**config.mk**
```make
export PLATFORM = sky130hd
export DESIGN_NAME = sent_tx_frame_seq
export DESIGN_NICKNAME = d
export VERILOG_FILES = /design/src/rtl/sent_tx_frame_seq.sv
export SDC_FILE = /design/constraint.sdc
export NUM_CORES = 1
export LEC_CHECK = 0
export CORE_ASPECT_RATIO = 1.4
export CORE_UTILIZATION = 45
export CTS_BUF_LIST = sky130_fd_sc_hd__clkbuf_8
export DETAILED_ROUTE_END_ITERATION = 8
export GPL_TIMING_DRIVEN = 1
export PLACE_DENSITY = 0.65
export SLEW_MARGIN = 40
export SYNTH_ARGS = -nofsm -noshare
export SYNTH_HDL_FRONTEND = slang
export SYNTH_SLANG_ARGS = --single-unit
```
**constraint.sdc**
```tcl
create_clock -name clk_tx -period 4.1 [get_ports clk_tx]
set_input_delay 0.82 -clock clk_tx [delete_from_list [all_inputs] [get_ports clk_tx]]
set_output_delay 0.82 -clock clk_tx [all_outputs]
set_load 0.1 [all_outputs]
```
**src/rtl/sent_tx_frame_seq.sv**
```systemverilog
// SENT transmit frame sequencer: one-deep frame buffer, internal CRC, and a
// symbol-request stream (SYNC, STATUS, DATA, CRC, PAUSE) for the pulse generator.
//
// state  | meaning
// -------+-----------------------------------------------------------
// IDLE   | no frame active; loads the holding buffer when it fills
// SYNC   | presenting the 56-tick calibration pulse
// STATUS | presenting the status/communication nibble
// DATA   | presenting data nibbles 0..len-1, CRC updated on accept
// CRC    | presenting the CRC nibble
// PAUSE  | presenting the pause pulse (fixed or constant frame length)
module sent_tx_frame_seq #(
   parameter int MAX_NIB = 6,
   parameter int TICK_W  = 10
) (
   input  logic                 clk_tx,
   input  logic                 reset_n_tx,
   input  logic                 frame_valid_i,
   output logic                 frame_ready_o,
   input  logic [4*MAX_NIB-1:0] frame_data_i,
   input  logic [2:0]           frame_len_i,
   input  logic [3:0]           status_i,
   input  logic [1:0]           pause_mode_i,
   input  logic [TICK_W-1:0]    pause_ticks_i,
   output logic                 sym_valid_o,
   input  logic                 sym_ready_i,
   output logic [2:0]           sym_kind_o,
   output logic [TICK_W-1:0]    sym_ticks_o,
   output logic                 busy_o,
   output logic                 frame_done_o,
   output logic                 err_len_o
);

   localparam int DW = 4 * MAX_NIB;

   localparam logic [3:0]        CRC_SEED   = 4'b0101;
   localparam logic [3:0]        MAX_LEN    = 4'(MAX_NIB);
   localparam logic [TICK_W-1:0] SYNC_TICKS = TICK_W'(56);
   localparam logic [TICK_W-1:0] MIN_TICKS  = TICK_W'(12);
   localparam logic [TICK_W:0]   MIN_EXT    = (TICK_W+1)'(12);

   localparam logic [2:0] K_SYNC   = 3'd0;
   localparam logic [2:0] K_STATUS = 3'd1;
   localparam logic [2:0] K_DATA   = 3'd2;
   localparam logic [2:0] K_CRC    = 3'd3;
   localparam logic [2:0] K_PAUSE  = 3'd4;

   typedef enum logic [2:0] {
      S_IDLE,
      S_SYNC,
      S_STATUS,
      S_DATA,
      S_CRC,
      S_PAUSE
   } state_t;

   function automatic logic [3:0] crc_nib(input logic [3:0] crc_in, input logic [3:0] nib);
      logic [3:0] c;
      logic       fb;
      c = crc_in;
      for (int b = 3; b >= 0; b--) begin
         fb = c[3] ^ nib[b];
         c  = {c[2:0], 1'b0} ^ (fb ? 4'b1101 : 4'b0000);
      end
      return c;
   endfunction

   function automatic logic [TICK_W-1:0] nib_ticks(input logic [3:0] nib);
      return MIN_TICKS + {{(TICK_W-4){1'b0}}, nib};
   endfunction

   state_t              r_state;
   logic                r_hold_full;
   logic [DW-1:0]       r_hold_data;
   logic [2:0]          r_hold_len;
   logic [3:0]          r_hold_status;
   logic [1:0]          r_hold_mode;
   logic [TICK_W-1:0]   r_hold_pticks;
   logic [DW-1:0]       r_act_data;
   logic [2:0]          r_act_len;
   logic [3:0]          r_act_status;
   logic [1:0]          r_act_mode;
   logic [TICK_W-1:0]   r_act_pticks;
   logic [2:0]          r_nib_idx;
   logic [3:0]          r_crc;
   logic [TICK_W-1:0]   r_acc;

   logic                w_accept;
   logic                w_sym_acc;
   logic                w_hold_len_ok;
   logic                w_act_has_pause;
   logic                w_last_sym;
   logic                w_frame_end;
   logic                w_transfer;
   logic [DW-1:0]       w_data_shl;
   logic [3:0]          w_cur_nib;
   logic [3:0]          w_next_nib;
   logic [3:0]          w_crc_upd;
   logic [3:0]          w_crc_out;
   logic                w_nib_last;
   logic [TICK_W-1:0]   w_status_ticks;
   logic [TICK_W-1:0]   w_cur_ticks;
   logic [TICK_W-1:0]   w_next_ticks;
   logic [TICK_W-1:0]   w_crc_ticks;
   logic [TICK_W:0]     w_acc_min;
   logic [TICK_W-1:0]   w_const_pause;
   logic [TICK_W-1:0]   w_fixed_pause;
   logic [TICK_W-1:0]   w_pause_ticks;

   assign frame_ready_o   = reset_n_tx & ~r_hold_full;
   assign w_accept        = frame_valid_i & frame_ready_o;
   assign w_sym_acc       = sym_valid_o & sym_ready_i;
   assign w_hold_len_ok   = (r_hold_len != 3'd0) && ({1'b0, r_hold_len} <= MAX_LEN);
   assign w_act_has_pause = (r_act_mode == 2'b01) || (r_act_mode == 2'b10);
   assign w_last_sym      = (r_state == S_PAUSE) || ((r_state == S_CRC) && !w_act_has_pause);
   assign w_frame_end     = w_sym_acc && w_last_sym;
   // The holding buffer is drained either from IDLE or straight out of the
   // last symbol of the previous frame, which gives back-to-back frames.
   assign w_transfer      = r_hold_full && ((r_state == S_IDLE) || w_frame_end);

   // Data nibbles are consumed from the top of a shift register.
   assign w_data_shl      = r_act_data << 4;
   assign w_cur_nib       = r_act_data[DW-1 -: 4];
   assign w_next_nib      = w_data_shl[DW-1 -: 4];
   assign w_crc_upd       = crc_nib(r_crc, w_cur_nib);
   assign w_crc_out       = crc_nib(w_crc_upd, 4'h0);
   assign w_nib_last      = (r_nib_idx == (r_act_len - 3'd1));

   assign w_status_ticks  = nib_ticks(r_act_status);
   assign w_cur_ticks     = nib_ticks(w_cur_nib);
   assign w_next_ticks    = nib_ticks(w_next_nib);
   assign w_crc_ticks     = nib_ticks(w_crc_out);

   // Compare one bit wider so a frame already longer than L cannot wrap.
   assign w_acc_min       = {1'b0, r_acc} + MIN_EXT;
   assign w_const_pause   = ({1'b0, r_act_pticks} >= w_acc_min) ? (r_act_pticks - r_acc) : MIN_TICKS;
   assign w_fixed_pause   = (r_act_pticks < MIN_TICKS) ? MIN_TICKS : r_act_pticks;
   assign w_pause_ticks   = (r_act_mode == 2'b01) ? w_fixed_pause : w_const_pause;

   always_ff @(posedge clk_tx or negedge reset_n_tx) begin
      if (!reset_n_tx) begin
         r_hold_full   <= 1'b0;
         r_hold_data   <= '0;
         r_hold_len    <= '0;
         r_hold_status <= '0;
         r_hold_mode   <= '0;
         r_hold_pticks <= '0;
      end else if (w_accept) begin
         r_hold_full   <= 1'b1;
         r_hold_data   <= frame_data_i;
         r_hold_len    <= frame_len_i;
         r_hold_status <= status_i;
         r_hold_mode   <= pause_mode_i;
         r_hold_pticks <= pause_ticks_i;
      end else if (w_transfer) begin
         r_hold_full   <= 1'b0;
      end
   end

   always_ff @(posedge clk_tx or negedge reset_n_tx) begin
      if (!reset_n_tx) begin
         r_act_data   <= '0;
         r_act_len    <= '0;
         r_act_status <= '0;
         r_act_mode   <= '0;
         r_act_pticks <= '0;
      end else if (w_transfer) begin
         r_act_data   <= r_hold_data;
         r_act_len    <= r_hold_len;
         r_act_status <= r_hold_status;
         r_act_mode   <= r_hold_mode;
         r_act_pticks <= r_hold_pticks;
      end else if ((r_state == S_DATA) && w_sym_acc) begin
         r_act_data   <= w_data_shl;
      end
   end

   always_ff @(posedge clk_tx or negedge reset_n_tx) begin
      if (!reset_n_tx) begin
         r_state      <= S_IDLE;
         r_nib_idx    <= '0;
         r_crc        <= CRC_SEED;
         r_acc        <= '0;
         sym_valid_o  <= 1'b0;
         sym_kind_o   <= K_SYNC;
         sym_ticks_o  <= '0;
         busy_o       <= 1'b0;
         frame_done_o <= 1'b0;
         err_len_o    <= 1'b0;
      end else begin
         frame_done_o <= w_frame_end;
         err_len_o    <= 1'b0;
         if (w_transfer) begin
            if (w_hold_len_ok) begin
               r_state     <= S_SYNC;
               r_nib_idx   <= '0;
               r_crc       <= CRC_SEED;
               r_acc       <= SYNC_TICKS;
               sym_valid_o <= 1'b1;
               sym_kind_o  <= K_SYNC;
               sym_ticks_o <= SYNC_TICKS;
               busy_o      <= 1'b1;
            end else begin
               r_state     <= S_IDLE;
               sym_valid_o <= 1'b0;
               busy_o      <= 1'b0;
               err_len_o   <= 1'b1;
            end
         end else if (w_frame_end) begin
            r_state     <= S_IDLE;
            sym_valid_o <= 1'b0;
            busy_o      <= 1'b0;
         end else if (w_sym_acc) begin
            case (r_state)
               S_SYNC: begin
                  r_state     <= S_STATUS;
                  sym_kind_o  <= K_STATUS;
                  sym_ticks_o <= w_status_ticks;
                  r_acc       <= r_acc + w_status_ticks;
               end
               S_STATUS: begin
                  r_state     <= S_DATA;
                  sym_kind_o  <= K_DATA;
                  sym_ticks_o <= w_cur_ticks;
                  r_acc       <= r_acc + w_cur_ticks;
               end
               S_DATA: begin
                  r_crc <= w_crc_upd;
                  if (w_nib_last) begin
                     r_state     <= S_CRC;
                     sym_kind_o  <= K_CRC;
                     sym_ticks_o <= w_crc_ticks;
                     r_acc       <= r_acc + w_crc_ticks;
                  end else begin
                     r_nib_idx   <= r_nib_idx + 3'd1;
                     sym_ticks_o <= w_next_ticks;
                     r_acc       <= r_acc + w_next_ticks;
                  end
               end
               S_CRC: begin
                  r_state     <= S_PAUSE;
                  sym_kind_o  <= K_PAUSE;
                  sym_ticks_o <= w_pause_ticks;
               end
               default: begin
               end
            endcase
         end
      end
   end

endmodule

```
# Yosys cells after proc, flatten, opt, wreduce, memory -nomap -nowiden
# Cells that the tools add are included.
# word_totals
out_inout_bits	18
reg_bits	123
in_bits	47
# op_classes
n_mux	53
addsub	12
reduce_logical	26
bitwise	16
eq_ne	13
n_lt_le_gt_ge	3
# ops
cell	count
$mux W10	11
$mux W4	13
$mux W24	2
$mux W3	14
$add A10 B5 Y10	4
$pmux W10 S4	1
$xor A4 B4 Y4	8
$pmux W10 S3	1
$pmux W3 S4	2
$add A4 B4 Y5 const A	4
$reduce_and A4 Y1	3
$add A10 B4 Y11 const B	1
$ge A10 B11 Y1	1
$lt A10 B4 Y1 const B	1
$reduce_and A5 Y1	2
$reduce_bool A2 Y1	5
$sub A10 B10 Y10	1
$mux W1	8
$eq A3 B2 Y1 const B	2
$eq A3 B3 Y1 const B	2
$reduce_bool A3 Y1	2
$reduce_bool A6 Y1	1
$logic_and A1 B1 Y1	5
$mux W5	1
other kinds (20)	28

# Longest topological paths before layout
# Gate-level depths: netlist (run 1).
# depth
depth_word	27
depth_mapped	16

# Worst setup path before layout (run 1)
# OpenSTA, ideal clock, no wires.
# synth_timing
kind	input port to flip-flop
from	input port reset_n_tx
to	register r_hold_data[0]
required_time_ps	3975
t_arrival_ps	3257
cell_stages	4
setup_slack_ps	718
path_cell_list	nor2b_1 -> nand2_1 -> clkbuf_1 -> mux2_2
# synth_via
elab_chain_len	2
# synth_lines
item	line	text
from (decl)	17	input logic reset_n_tx,
$and A1 B1 Y1	110	assign frame_ready_o = reset_n_tx & ~r_hold_full;
$and A1 B1 Y1	111	assign w_accept = frame_valid_i & frame_ready_o;
to (signal assigned)	150	r_hold_data <= frame_data_i;
to (decl)	74	logic [DW-1:0] r_hold_data;
# Every way passes these cells.
# A chain may end at the register's enable or synchronous reset.

# Worst setup path after layout (run 1)
# layout_timing
from	register r_act_len[0]
to	register r_acc[8]
# layout_via
elab_chain_len	7
# layout_lines
item	line	text
from (decl)	80	logic [2:0] r_act_len;
from (signal assigned)	169	r_act_len <= r_hold_len;
$sub A3 B1 Y3	127	assign w_nib_last = (r_nib_idx == (r_act_len - 3'd1));
$eq A3 B3 Y1	127	
$mux W10	229	if (w_nib_last) begin
$pmux W10 S3	214	case (r_state)
$mux W10	213	end else if (w_sym_acc) begin
$mux W10	209	end else if (w_frame_end) begin
$mux W10	193	if (w_transfer) begin
to (signal assigned)	219	r_acc <= r_acc + w_status_ticks;
to (signal assigned)	225	r_acc <= r_acc + w_cur_ticks;
to (signal assigned)	233	r_acc <= r_acc + w_crc_ticks;
to (decl)	86	logic [TICK_W-1:0] r_acc;
# Every way passes these cells. The select of a mux whose other input is x is not followed.

==> results.cfg, run 1 <==
[synth]
ys.flop_type = dfrtp_1
synth_area_mm2 = 0.006606
syn_nets = 727
ys_async_sr_fraction = 1.000
synth_enable_flop_cells = 0
ys_warn_count = 0
synthCells = 649
ys_ff_latch = 123
seq_area_frac_synth = 0.4663
avgSynthCellArea_um2 = 10.18
ys_types = 67

[power_and_ir_drop]
p_int_mw = 3.750
pwr-share-seq = 0.320
p_sw_frac = 0.4630
clkPwrFrac = 0.147
p_sw_mw = 3.233
combPwrFrac = 0.533
power_leakage_nw = 3.476
p_total_mw = 6.982
power_density_mw_per_mm2 = 901.3
ir_drop_mv = 0.4815

[worst_setup_path]
cpMostUsedCell = ha_1
worstPathArrival_ns = 3.91
crit_chain = inv_1, ha_1, xnor3_1, nand3_2, mux2_2, inv_1, ha_1, mux2i_1, nor2_1, a21oi_1, ha_1, o21ai_1, a21boi_0, o211ai_2, or3_1, a21oi_1
cp-start-kind = flop
worstSetupPathType = reg2reg
cp.required_ns = 4.46
reg2reg_from = r_act_len[0]
cp_max_fo = 9
crit_family = compound AO/OA/AOI/OAI gates
critPathBufInv = 2
crit_start = r_act_len[0]
end_kind = flop
slowest_stage = dfrtp_1
cpPeakStageDelay_ns = 0.40

[timing]
hold_viol = 0
max_freq_ghz = 0.2818
finalSetupTns_ns = 0
hold_ws_ns = 0.4724
fin_worst_skew_ns = 0.01313
fin_ws_ns = 0.5519
fin_crit_sh = 0.8654
slew_headroom = 0.4975
slew_violations = 0
finalCriticalPeriod_ns = 3.548
setup_violations = 0
worstMarginPinSlew_ns = 0.7529
rsz0062_at_grt = no

[layout]
mostFrequentLayoutCell = dfrtp_1
layout.nets = 792
design_area_mm2 = 0.007747
drive_gt1_frac = 0.1692
syn2layout_area_growth_pct = 17.27
antenna_cells = 0
final_cell_mix = dfrtp_1, nand2_1, mux2_2, clkdlybuf4s50_1, nor2_1

[floorplan]
die_w_um = 104.4
boundaryPins = 65
die_h_um = 145.4
dieArea_mm2 = 0.01518
rows = 52
coreArea_mm2 = 0.01438
start_util = 0.4595

[run_status]
status = completed

[detailed_routing]
vias = 5098
ant_nets = 0
drc = 0
dr.pass1.iters = 4
wl_per_cell_um = 17.53
drtIter0Drc = 283
vias_per_cell = 5.566
route.final.wire_length_um = 16060

[global_routing]
grt_overflow = 0
grt_pass1_wl_um = 26060
antenna_found_initial = 0
grt_usage = 0.2212
grt_pass1_vias = 5192
grt_start_max_net_pins = 77

[min_path]
hold_path.class = reg2reg
min_from = sym_kind_o[2]

[cts]
cts_root_buf = clkbuf_8
cts_tree = done
clock_path_buffers = 2
numCtsBuffers = 17
cts.sinks = 123
cts-hold-fix-buffers = 0
insertion_delay_ns = 0.44
clk_pin_slew_ns = 0.08
post_cts_buffers = 0
htree_levels = 4
cts_resized = 0

[flow_run]
cap_violations = 0

[placement]
port-buffer-count = 64
post-place-ws_ns = 0.5904
gp_congestion = 0.8765
place_area_mm2 = 0.007372
dp.final_hpwl_um = 11910
==> layer usage <==
| layer | wire [um] | vias to the layer above | global-route usage |
|---|---|---|---|
| li1 | - | 2430 | - |
| met1 | 6570 | 2504 | 0.2553 |
| met2 | 8367 | 128 | 0.3914 |
| met3 | 517 | 36 | 0.03627 |
| met4 | 601 | 0 | 0.1150 |
| met5 | 0 | - | 0 |
==> cell type report <==
class                      instances  area (um2)
multi-input combinational        464        3289
fill                            1303        6631
tap                              189       236.5
timing repair buffer              73       634.4
sequential                       123        3080
clock buffer                      17       234.0
clock inverter                    15       141.4
inverter                          35       131.4
==> final timing paths <==
| kind | to | slack [ns] | cells past startpoint |
|---|---|---|---|
| max | r_acc[8] | 0.55 | 16 |
| min | sym_kind_o[2] | 0.47 | 2 |
| max reg2reg | r_acc[8] | 0.55 | 16 |
| min reg2reg | sym_kind_o[2] | 0.47 | 2 |
| max in group asynchronous | r_hold_mode[1] | 2.43 | 3 |
| min in group asynchronous | sym_ticks_o[8] | 0.54 | 2 |
==> per-stage QoR <==
| step | instances | util |
|---|---|---|
| 2_1_floorplan | 649 | - |
| 3_3_place_gp | 884 | 0.5180 |
| 6_report | 916 | 0.5388 |
| 4_1_cts | 916 | 0.5388 |
| 3_5_place_dp | 884 | 0.5127 |
| 5_1_grt | 916 | 0.5388 |
==> synthesized netlist by cell type, types with 9 or more instances <==
cell | n | area share
xor2_1 | 13 | 0.017
mux2_2 | 45 | 0.077
clkbuf_1 | 14 | 0.0080
mux2_1 | 12 | 0.020
o21ai_1 | 34 | 0.026
xnor2_1 | 17 | 0.023
nand2_1 | 79 | 0.045
inv_1 | 32 | 0.018
dfrtp_1 | 121 | 0.46
ha_1 | 29 | 0.055
a21oi_1 | 36 | 0.027
mux2i_1 | 9 | 0.014
nor2_1 | 42 | 0.024
o21ai_0 | 19 | 0.014
a22oi_1 | 24 | 0.027
==> registers in the layout (all words and copies together) (netlist names), 4 cells and up <==
signal	flops
r_crc	4
r_hold_pticks	10
r_act_data	24
sym_ticks_o	10
r_hold_status	4
r_act_pticks	10
r_hold_data	24
r_acc	10
r_act_status	4
==> power groups by stage <==
stage,registers (mW),clock network [mW],logic [mW]
floorplan,2.37,0,2.65
finish,2.24,1.02,3.72
global placement,2.25,0,3.66
global route,2.31,1.10,4.10
detailed placement,2.26,0,3.70
CTS,2.24,1.05,3.72
==> worst register-to-register path: cells and delay by family (launching register included) <==
kind            cells  cell delay (ns)
xor+xnor            1             0.39
flops               1             0.40
compound gates      5             0.83
buf+inv             2             0.15
fa+ha+maj           3             0.55
mux                 2             0.55
simple gates        3             0.60
==> cell families after synthesis <==
logic type,after synthesis,share of synthesized area
buffers and inverters,62,0.03845
flip-flops,123,0.4663
XOR/XNOR,31,0.04318
multiplexers,66,0.1108
AO/OA/AOI/OAI,163,0.1612
adder cells (fa/ha/maj),31,0.06099
AND/OR/NAND/NOR,173,0.1191
Note: power is estimated with default switching activity, not from simulation.
==> run 2, diff against run 1 <==
--- a/config.mk
+++ b/config.mk
@@ -10,7 +10,9 @@
 export CTS_BUF_LIST = sky130_fd_sc_hd__clkbuf_8
 export DETAILED_ROUTE_END_ITERATION = 8
 export GPL_TIMING_DRIVEN = 1
+export MAX_ROUTING_LAYER = met4
 export PLACE_DENSITY = 0.65
+export REMOVE_ABC_BUFFERS = 1
 export SLEW_MARGIN = 40
 export SYNTH_ARGS = -nofsm -noshare
 export SYNTH_HDL_FRONTEND = slang
==> run 2 against run 1 <==
Global-route usage increased by 1.1 points. Register-to-register slack got worse by 0.03 ns. Power rose by 3.6%. First-iteration DRC count up 37%. Setup slack worse by 0.031 ns. Largest cell class unchanged. Wire length fell by 0.75%. Die area unchanged. Clock skew up 0.0027 ns.
==> results.cfg, run 2 (synthesis gave the netlist of run 1 again) <==
[timing]
setup_violations = 0
hold_ws_ns = 0.3028
worstMarginPinSlew_ns = 0.8330
slew_violations = 0
finalCriticalPeriod_ns = 3.579
max_freq_ghz = 0.2794
fin_crit_sh = 0.8730
finalSetupTns_ns = 0
fin_worst_skew_ns = 0.01583
hold_viol = 0
slew_headroom = 0.4447
rsz0062_at_grt = no

[cts]
clk_pin_slew_ns = 0.08
clock_path_buffers = 2
cts_tree = done
cts.sinks = 123
cts_resized = 0
insertion_delay_ns = 0.43
cts-hold-fix-buffers = 0
cts_root_buf = clkbuf_8
numCtsBuffers = 17
post_cts_buffers = 0
htree_levels = 4

[global_routing]
grt_pass1_wl_um = 27060
grt_start_max_net_pins = 54
grt_usage = 0.2327
grt_pass1_vias = 5422
grt_overflow = 0
antenna_found_initial = 0

[detailed_routing]
vias = 5119
vias_per_cell = 5.595
drc = 0
wl_per_cell_um = 17.42
route.final.wire_length_um = 15940
dr.pass1.iters = 5
ant_nets = 0
drtIter0Drc = 389

[worst_setup_path]
cp_max_fo = 9
worstPathArrival_ns = 3.93
end_kind = flop
cp-start-kind = flop
cp.required_ns = 4.45
worstSetupPathType = reg2reg

[floorplan]
start_util = 0.4595
boundaryPins = 65
coreArea_mm2 = 0.01438
rows = 52
die_w_um = 104.4
dieArea_mm2 = 0.01518
die_h_um = 145.4

[power_and_ir_drop]
power_density_mw_per_mm2 = 924.5
ir_drop_mv = 0.4675
power_leakage_nw = 3.516
p_total_mw = 7.233

[flow_run]
cap_violations = 0

[placement]
dp.final_hpwl_um = 11920
gp_congestion = 0.9130
port-buffer-count = 64

[layout]
antenna_cells = 0
largestRegisters = r_act_data (24), r_hold_data (24)
syn2layout_area_growth_pct = 18.43
drive_gt1_frac = 0.1667
mostFrequentLayoutCell = dfrtp_1
layout.nets = 791
final_cell_mix = dfrtp_1, nand2_1, mux2_2, clkdlybuf4s50_1, nor2_1

[min_path]
hold_path.class = in2async

[run_status]
status = completed
-- run 2: cell count changes in the layout (fill, tap and decap cells not counted) --
cell	delta
buf_12	-1
buf_4	+1
buf_6	-1
bufinv_16	+4
clkbuf_8	+2
clkinv_2	-3
clkinvlp_4	-1
inv_1	+1
inv_6	-2
inv_8	-1
-- run 2: path summary, 6_finish.rpt --
| kind | start | slack (ns) | cells after the start | endpoint |
|---|---|---|---|---|
| min in group clk_tx | r_act_data[10] | 0.48 | 2 | r_act_data[10] |
| hold / removal | reset_n_tx | 0.30 | 1 | r_hold_status[3] |
| setup / recovery | r_act_len[0] | 0.52 | 16 | r_acc[8] |
| max in group asynchronous | reset_n_tx | 2.82 | 2 | r_hold_data[18] |
| setup reg to reg | r_act_len[0] | 0.52 | 16 | r_acc[8] |
| hold reg to reg | r_act_data[10] | 0.48 | 2 | r_act_data[10] |
-- run 2: routing by layer --
layer	up-vias	GRT usage	part of all wire
met3	39	0.03538	0.029
met4	0	0.1114	0.033
met2	115	0.4070	0.55
li1	2425	-	-
met5	-	-	0
met1	2540	0.2575	0.39
-- run 2: per-stage QoR --
stage | worst slack (ns) | instances | utilization | instance area (um2)
after floorplan | -1.239 | 622 | - | 6484
after global placement | 0.7199 | 883 | 0.5166 | 7428
after detailed placement | 0.5571 | 883 | 0.5111 | 7348
after CTS | 0.5212 | 915 | 0.5441 | 7824
after global routing | 0.2365 | 915 | 0.5441 | 7824
final | 0.5206 | 915 | 0.5441 | 7824
-- run 2: cell type report --
| type | count | area, um2 |
|---|---|---|
| Sequential cell | 123 | 3080 |
| Tap cell | 189 | 236.5 |
| Clock buffer | 19 | 261.5 |
| Timing Repair Buffer | 72 | 610.6 |
| Clock inverter | 13 | 214.0 |
| Multi-Input combinational cell | 464 | 3289 |
| Fill cell | 1295 | 6555 |
| Inverter | 35 | 131.4 |
-- run 2: worst max-delay path, stage by stage, from the launching register on --
cell	delay, ns
dfrtp_1	0.37
inv_1	0.07
ha_1	0.19
xnor3_1	0.38
nand3_2	0.22
mux2i_1	0.20
nor2_1	0.13
o22a_1	0.16
ha_1	0.17
inv_1	0.06
fa_1	0.41
nor2b_1	0.13
o21ai_1	0.09
a21boi_0	0.32
o211ai_2	0.15
or3_1	0.33
a21oi_1	0.14
-- run 2: power breakdown --
part | internal (mW) | total (mW) | switching, mW
registers | 1.76 | 2.24 | 0.478
logic | 1.49 | 3.72 | 2.23
clock network | 0.762 | 1.27 | 0.511
